==> src/rtl/rx_pkg.sv <==
// rtl/rx_pkg.sv - shared receive-path types and defaults
package rx_pkg;

    typedef enum logic [1:0] {COUNT, STRIP, ERR} unstuff_state_t;

    // Same default as the transmit stuffer so both ends agree on the run length.
    localparam int DEF_RUN_LEN = 6;

endpackage

==> src/rtl/bit_unstuff_counter.sv <==
// rtl/bit_unstuff_counter.sv - run-length counter primitive with clear and step
module bit_unstuff_counter #(
    parameter int W  = 4,
    parameter bit UP = 1'b1
) (
    input  logic         clk,
    input  logic         rst,
    input  logic         clr,
    input  logic         inc,
    output logic [W-1:0] count
);

    logic [W-1:0] base;

    // clr and inc together restart the count at one step from zero.
    assign base = clr ? '0 : count;

    always_ff @(posedge clk or posedge rst) begin
        if (rst) begin
            count <= '0;
        end else if (inc) begin
            count <= UP ? base + W'(1) : base - W'(1);
        end else if (clr) begin
            count <= '0;
        end
    end

endmodule

==> src/rtl/bit_unstuff.sv <==
// rtl/bit_unstuff.sv - removes stuffed zeros after runs of RUN_LEN ones
module bit_unstuff import rx_pkg::*; #(
    parameter int RUN_LEN = DEF_RUN_LEN,
    parameter int CNT_W   = 4,
    parameter int STAT_W  = 8
) (
    input  logic              clk,
    input  logic              rst,
    input  logic              clear,
    input  logic              in_valid,
    input  logic              inb,
    output logic              outb,
    output logic              out_valid,
    output logic              stuff_err,
    output logic              err,
    output logic [STAT_W-1:0] strip_cnt
);

    localparam logic [CNT_W-1:0] RUN_LAST = CNT_W'(RUN_LEN - 1);

    unstuff_state_t   state_q, state_d;
    logic [CNT_W-1:0] run;
    logic             run_clr, run_inc;
    logic             outb_d, out_valid_d, stuff_err_d, err_d, strip_inc;

    bit_unstuff_counter #(
        .W  (CNT_W),
        .UP (1'b1)
    ) u_run (
        .clk   (clk),
        .rst   (rst),
        .clr   (run_clr),
        .inc   (run_inc),
        .count (run)
    );

    always_ff @(posedge clk or posedge rst) begin
        if (rst) begin
            state_q   <= COUNT;
            outb      <= 1'b0;
            out_valid <= 1'b0;
            stuff_err <= 1'b0;
            err       <= 1'b0;
        end else begin
            state_q   <= state_d;
            outb      <= outb_d;
            out_valid <= out_valid_d;
            stuff_err <= stuff_err_d;
            err       <= err_d;
        end
    end

    always_comb begin
        state_d     = state_q;
        run_clr     = 1'b0;
        run_inc     = 1'b0;
        outb_d      = outb;
        out_valid_d = 1'b0;
        stuff_err_d = 1'b0;
        err_d       = err;
        strip_inc   = 1'b0;
        if (clear) begin
            // A bit arriving with clear opens the new packet from COUNT, run=0.
            state_d = COUNT;
            run_clr = 1'b1;
            err_d   = 1'b0;
            if (in_valid) begin
                outb_d      = inb;
                out_valid_d = 1'b1;
                run_inc     = inb;
            end
        end else if (in_valid) begin
            unique case (state_q)
                COUNT: begin
                    outb_d      = inb;
                    out_valid_d = 1'b1;
                    if (!inb) begin
                        run_clr = 1'b1;
                    end else if (run < RUN_LAST) begin
                        run_inc = 1'b1;
                    end else begin
                        run_clr = 1'b1;
                        state_d = STRIP;
                    end
                end
                STRIP: begin
                    if (!inb) begin
                        strip_inc = 1'b1;
                        state_d   = COUNT;
                    end else begin
                        stuff_err_d = 1'b1;
                        err_d       = 1'b1;
                        state_d     = ERR;
                    end
                end
                default: begin
                end
            endcase
        end
    end

    always_ff @(posedge clk or posedge rst) begin
        if (rst) begin
            strip_cnt <= '0;
        end else if (clear) begin
            strip_cnt <= '0;
        end else if (strip_inc && (strip_cnt != '1)) begin
            strip_cnt <= strip_cnt + STAT_W'(1);
        end
    end

endmodule

==> config.mk <==
export PLATFORM = sky130hd
export DESIGN_NAME = bit_unstuff
export DESIGN_NICKNAME = d
export VERILOG_FILES = /design/src/rtl/rx_pkg.sv /design/src/rtl/bit_unstuff_counter.sv /design/src/rtl/bit_unstuff.sv
export SDC_FILE = /design/constraint.sdc
export NUM_CORES = 1
export LEC_CHECK = 0
export CORE_UTILIZATION = 30
export CTS_CLUSTER_DIAMETER = 30
export CTS_CLUSTER_SIZE = 14
export DETAILED_ROUTE_END_ITERATION = 8
export PLACE_DENSITY = 0.61
export SYNTH_ARGS = -nofsm -noshare
export SYNTH_HDL_FRONTEND = slang
export SYNTH_SLANG_ARGS = --single-unit
==> constraint.sdc <==
create_clock -name clk -period 2.2 [get_ports clk]
set_input_delay 0.33 -clock clk [delete_from_list [all_inputs] [get_ports clk]]
set_output_delay 0.33 -clock clk [all_outputs]
set_load 0.01 [all_outputs]
==> flow_summary.yaml <==
outcome:
  status: "finished, final reports clean"
sta:
  holdWs_ns: 0.418
  rsz0062_at_grt: "no"
  max_freq_mhz: 514
  drv_slew: 0
  hold_viol: 0
  period_needed_ns: 1.95
  max-slew-margin-rel_pct: 55.3
  fin_ws_ns: 0.253
  setup_viol: 0
  post-route-period-util_pct: 88.5
  fin_skew_ns: 0.00115
  setup_tns_ns: 0
  worst_pin_slew_ns: 0.669
floorplan:
  ioPinCount: 17
  die_h_um: 57.7
  num_rows: 19
  start_util_pct: 32.7
  fp.coreArea_sq_um: 2850
  fp.dieW_um: 57.7
  dieArea_sq_um: 3330
yosys:
  ys_ff_latch: 18
  netlist_top_cells_area: "dfrtp_1, a21oi_1, nor2_1"
  synthMostInstantiatedCell: "dfrtp_1"
  synth_area_per_cell_sq_um: 10.2
  synth_nets: 98
  async_flop_share_pct: 100
  syn_inst: 91
  synthTopCellsByCount: "dfrtp_1, nor2_1, a21oi_1"
  synth_top_area_cell: "dfrtp_1"
  yosysUniqueCellTypes: 33
  synth_top_area_share_pct: 48.3
  synth_edf_count: 0
  syn_area_sq_um: 932
  synth_warnings: 0
  ys_seq_area_share_pct: 48.3
  synth_top_flop_cell: "dfrtp_1"
power:
  power.density_nw_per_um2: 494
  p_leak_nw: 0.523
  totalPowerFinal_mw: 0.592
  ir_drop_mv: 0.172
critical_path:
  critical_path_class: "input pin to flop"
  crit_required_ns: 2.39
  crit_path_top_delay_cell: "clkdlybuf4s50_1"
  r2r_setup_slack_ns: 0.34
  cp-start-kind: "input pin"
  reg2reg_to: "u_run.count[2]"
  cp-end-kind: "flop"
  cp_cell_sequence: "clkdlybuf4s50_1 -> or3b_2 -> a31oi_1 -> nor3b_1 -> ha_1 -> a22o_1"
  arrival_ns: 2.14
  reg2regPathDepth: 6
  cpPeakStageDelay_ns: 0.48
  cp_max_fo: 3
  r2r_start: "u_run.count[1]"
clock_tree:
  insertion_delay_ns: 0.30
  numClockSinks: 18
  cts_tree: "done"
  postCtsSetupBuffers: 0
  cts_resized: 0
  path_clk_slew_ns: 0.10
  clockRootBuffer: "clkbuf_4"
  clockBufferDepth: 2
  hold_buffers: 0
  ctsHtreeMaxLevel: 1
  cts_buffers: 3
drt:
  totalWireLength_mm: 1.90
  via_per_inst: 5.15
  drc_errors: 0
  drt-initial-drc-count: 12
  ant_nets: 0
  first_pass_iters: 3
  routedWlPerCell_um: 13.1
  vias: 747
cells_and_area:
  antennaDiodeCount: 0
  fin_area_sq_um: 1200
  area_growth_pct: 28.5
  nNetsFinal: 122
  fillers: 296
  drive_gt1_share_pct: 13.2
place:
  place_ws_ns: -0.0558
  port_buffers: 16
  dp_hpwl_mm: 1.43
  place_area_sq_um: 1160
  gp_congestion: 0.786
global_route:
  grt_start_max_net_pins: 20
  overflow: 0
  grt_pass1_wl_mm: 3.26
  grt_pass1_vias: 740
  antenna_found_initial: 0
  grt_usage_pct: 13.2
hold_path:
  min_path_type: "input pin to asynchronous set/reset pin"
flow_run:
  cap_viol_max_count: 0
[area by class of cell]
cell class,count,area (sq um),share of cell area (%)
clock buffer,4,36.3,3.03
inverter,4,15.0,1.25
multi-input combinational,67,459,38.3
sequential,18,450,37.6
tap,31,38.8,3.24
timing repair buffer,21,198,16.5
[through the flow]
stage                     std cells  util (%)
after floorplan                  91         -
after global placement          141      40.7
after detailed placement        141      40.7
after CTS                       145      42.0
after global routing            145      42.0
final                           145      42.0
[worst max-delay path, delay by kind of cell]
| kind | cells | cell delay, ns |
|---|---|---|
| AND/OR/NAND/NOR | 2 | 0.56 |
| AO/OA/AOI/OAI | 2 | 0.46 |
| buffers and inverters | 1 | 0.48 |
| adder cells (fa/ha/maj) | 1 | 0.31 |
[cells by family after synthesis]
family,count (synthesis),share of synthesized area [%]
AO/OA/AOI/OAI,23,16.6
XOR/XNOR,3,2.82
adder cells (fa/ha/maj),2,2.68
buffers and inverters,6,2.41
flip-flops,18,48.3
multiplexers,2,2.28
AND/OR/NAND/NOR,37,24.8
[worst max-delay path by stage]
stage          startpoint        endpoint  slack (ns)  cells after the start
6_report         in_valid  u_run.count[1]        0.25                      6
5_1_grt          in_valid  u_run.count[1]        0.20                      6
2_1_floorplan  state_q[1]  u_run.count[1]        0.39                      5
4_1_cts          in_valid  u_run.count[1]        0.26                      6
3_5_place_dp     in_valid  u_run.count[1]       -0.06                      6
3_3_place_gp     in_valid  u_run.count[1]        0.04                      6
[report_power, final]
part / total [mW] / switching, mW / internal (mW) / leakage, nW
clock: 0.205 / 0.104 / 0.101 / 0.0210
sequential: 0.338 / 0.00255 / 0.336 / 0.246
combinational: 0.0492 / 0.0271 / 0.0221 / 0.256
[layer usage]
metal	up-vias	routed length (um)	GRT usage (%)
met5	-	0	0
met4	0	40	6.12
met3	4	66	4.69
met2	10	850	19.4
met1	356	938	17.4
li1	377	-	-
[registers in the layout, indices dropped and copies added, names as in the netlist]
register / count
err: 1
out_valid: 1
outb: 1
state_q: 2
strip_cnt: 8
stuff_err: 1
u_run.count: 4
[cell usage in the layout (no fill, tap or decap), types with 2 or more instances in the layout]
| cell | count |
|---|---|
| inv_1 | 4 |
| nor3_1 | 3 |
| or3_1 | 2 |
| clkdlybuf4s50_1 | 16 |
| clkbuf_4 | 3 |
| o21ai_0 | 5 |
| or4_1 | 2 |
| nor3b_1 | 4 |
| nor2_1 | 9 |
| a31oi_1 | 3 |
| xor2_1 | 3 |
| dfrtp_1 | 18 |
| ha_1 | 2 |
| buf_4 | 5 |
| nand2_1 | 5 |
| o31ai_1 | 3 |
| a21oi_1 | 7 |
| nand3_1 | 3 |
(Power assumes the default switching activity.)
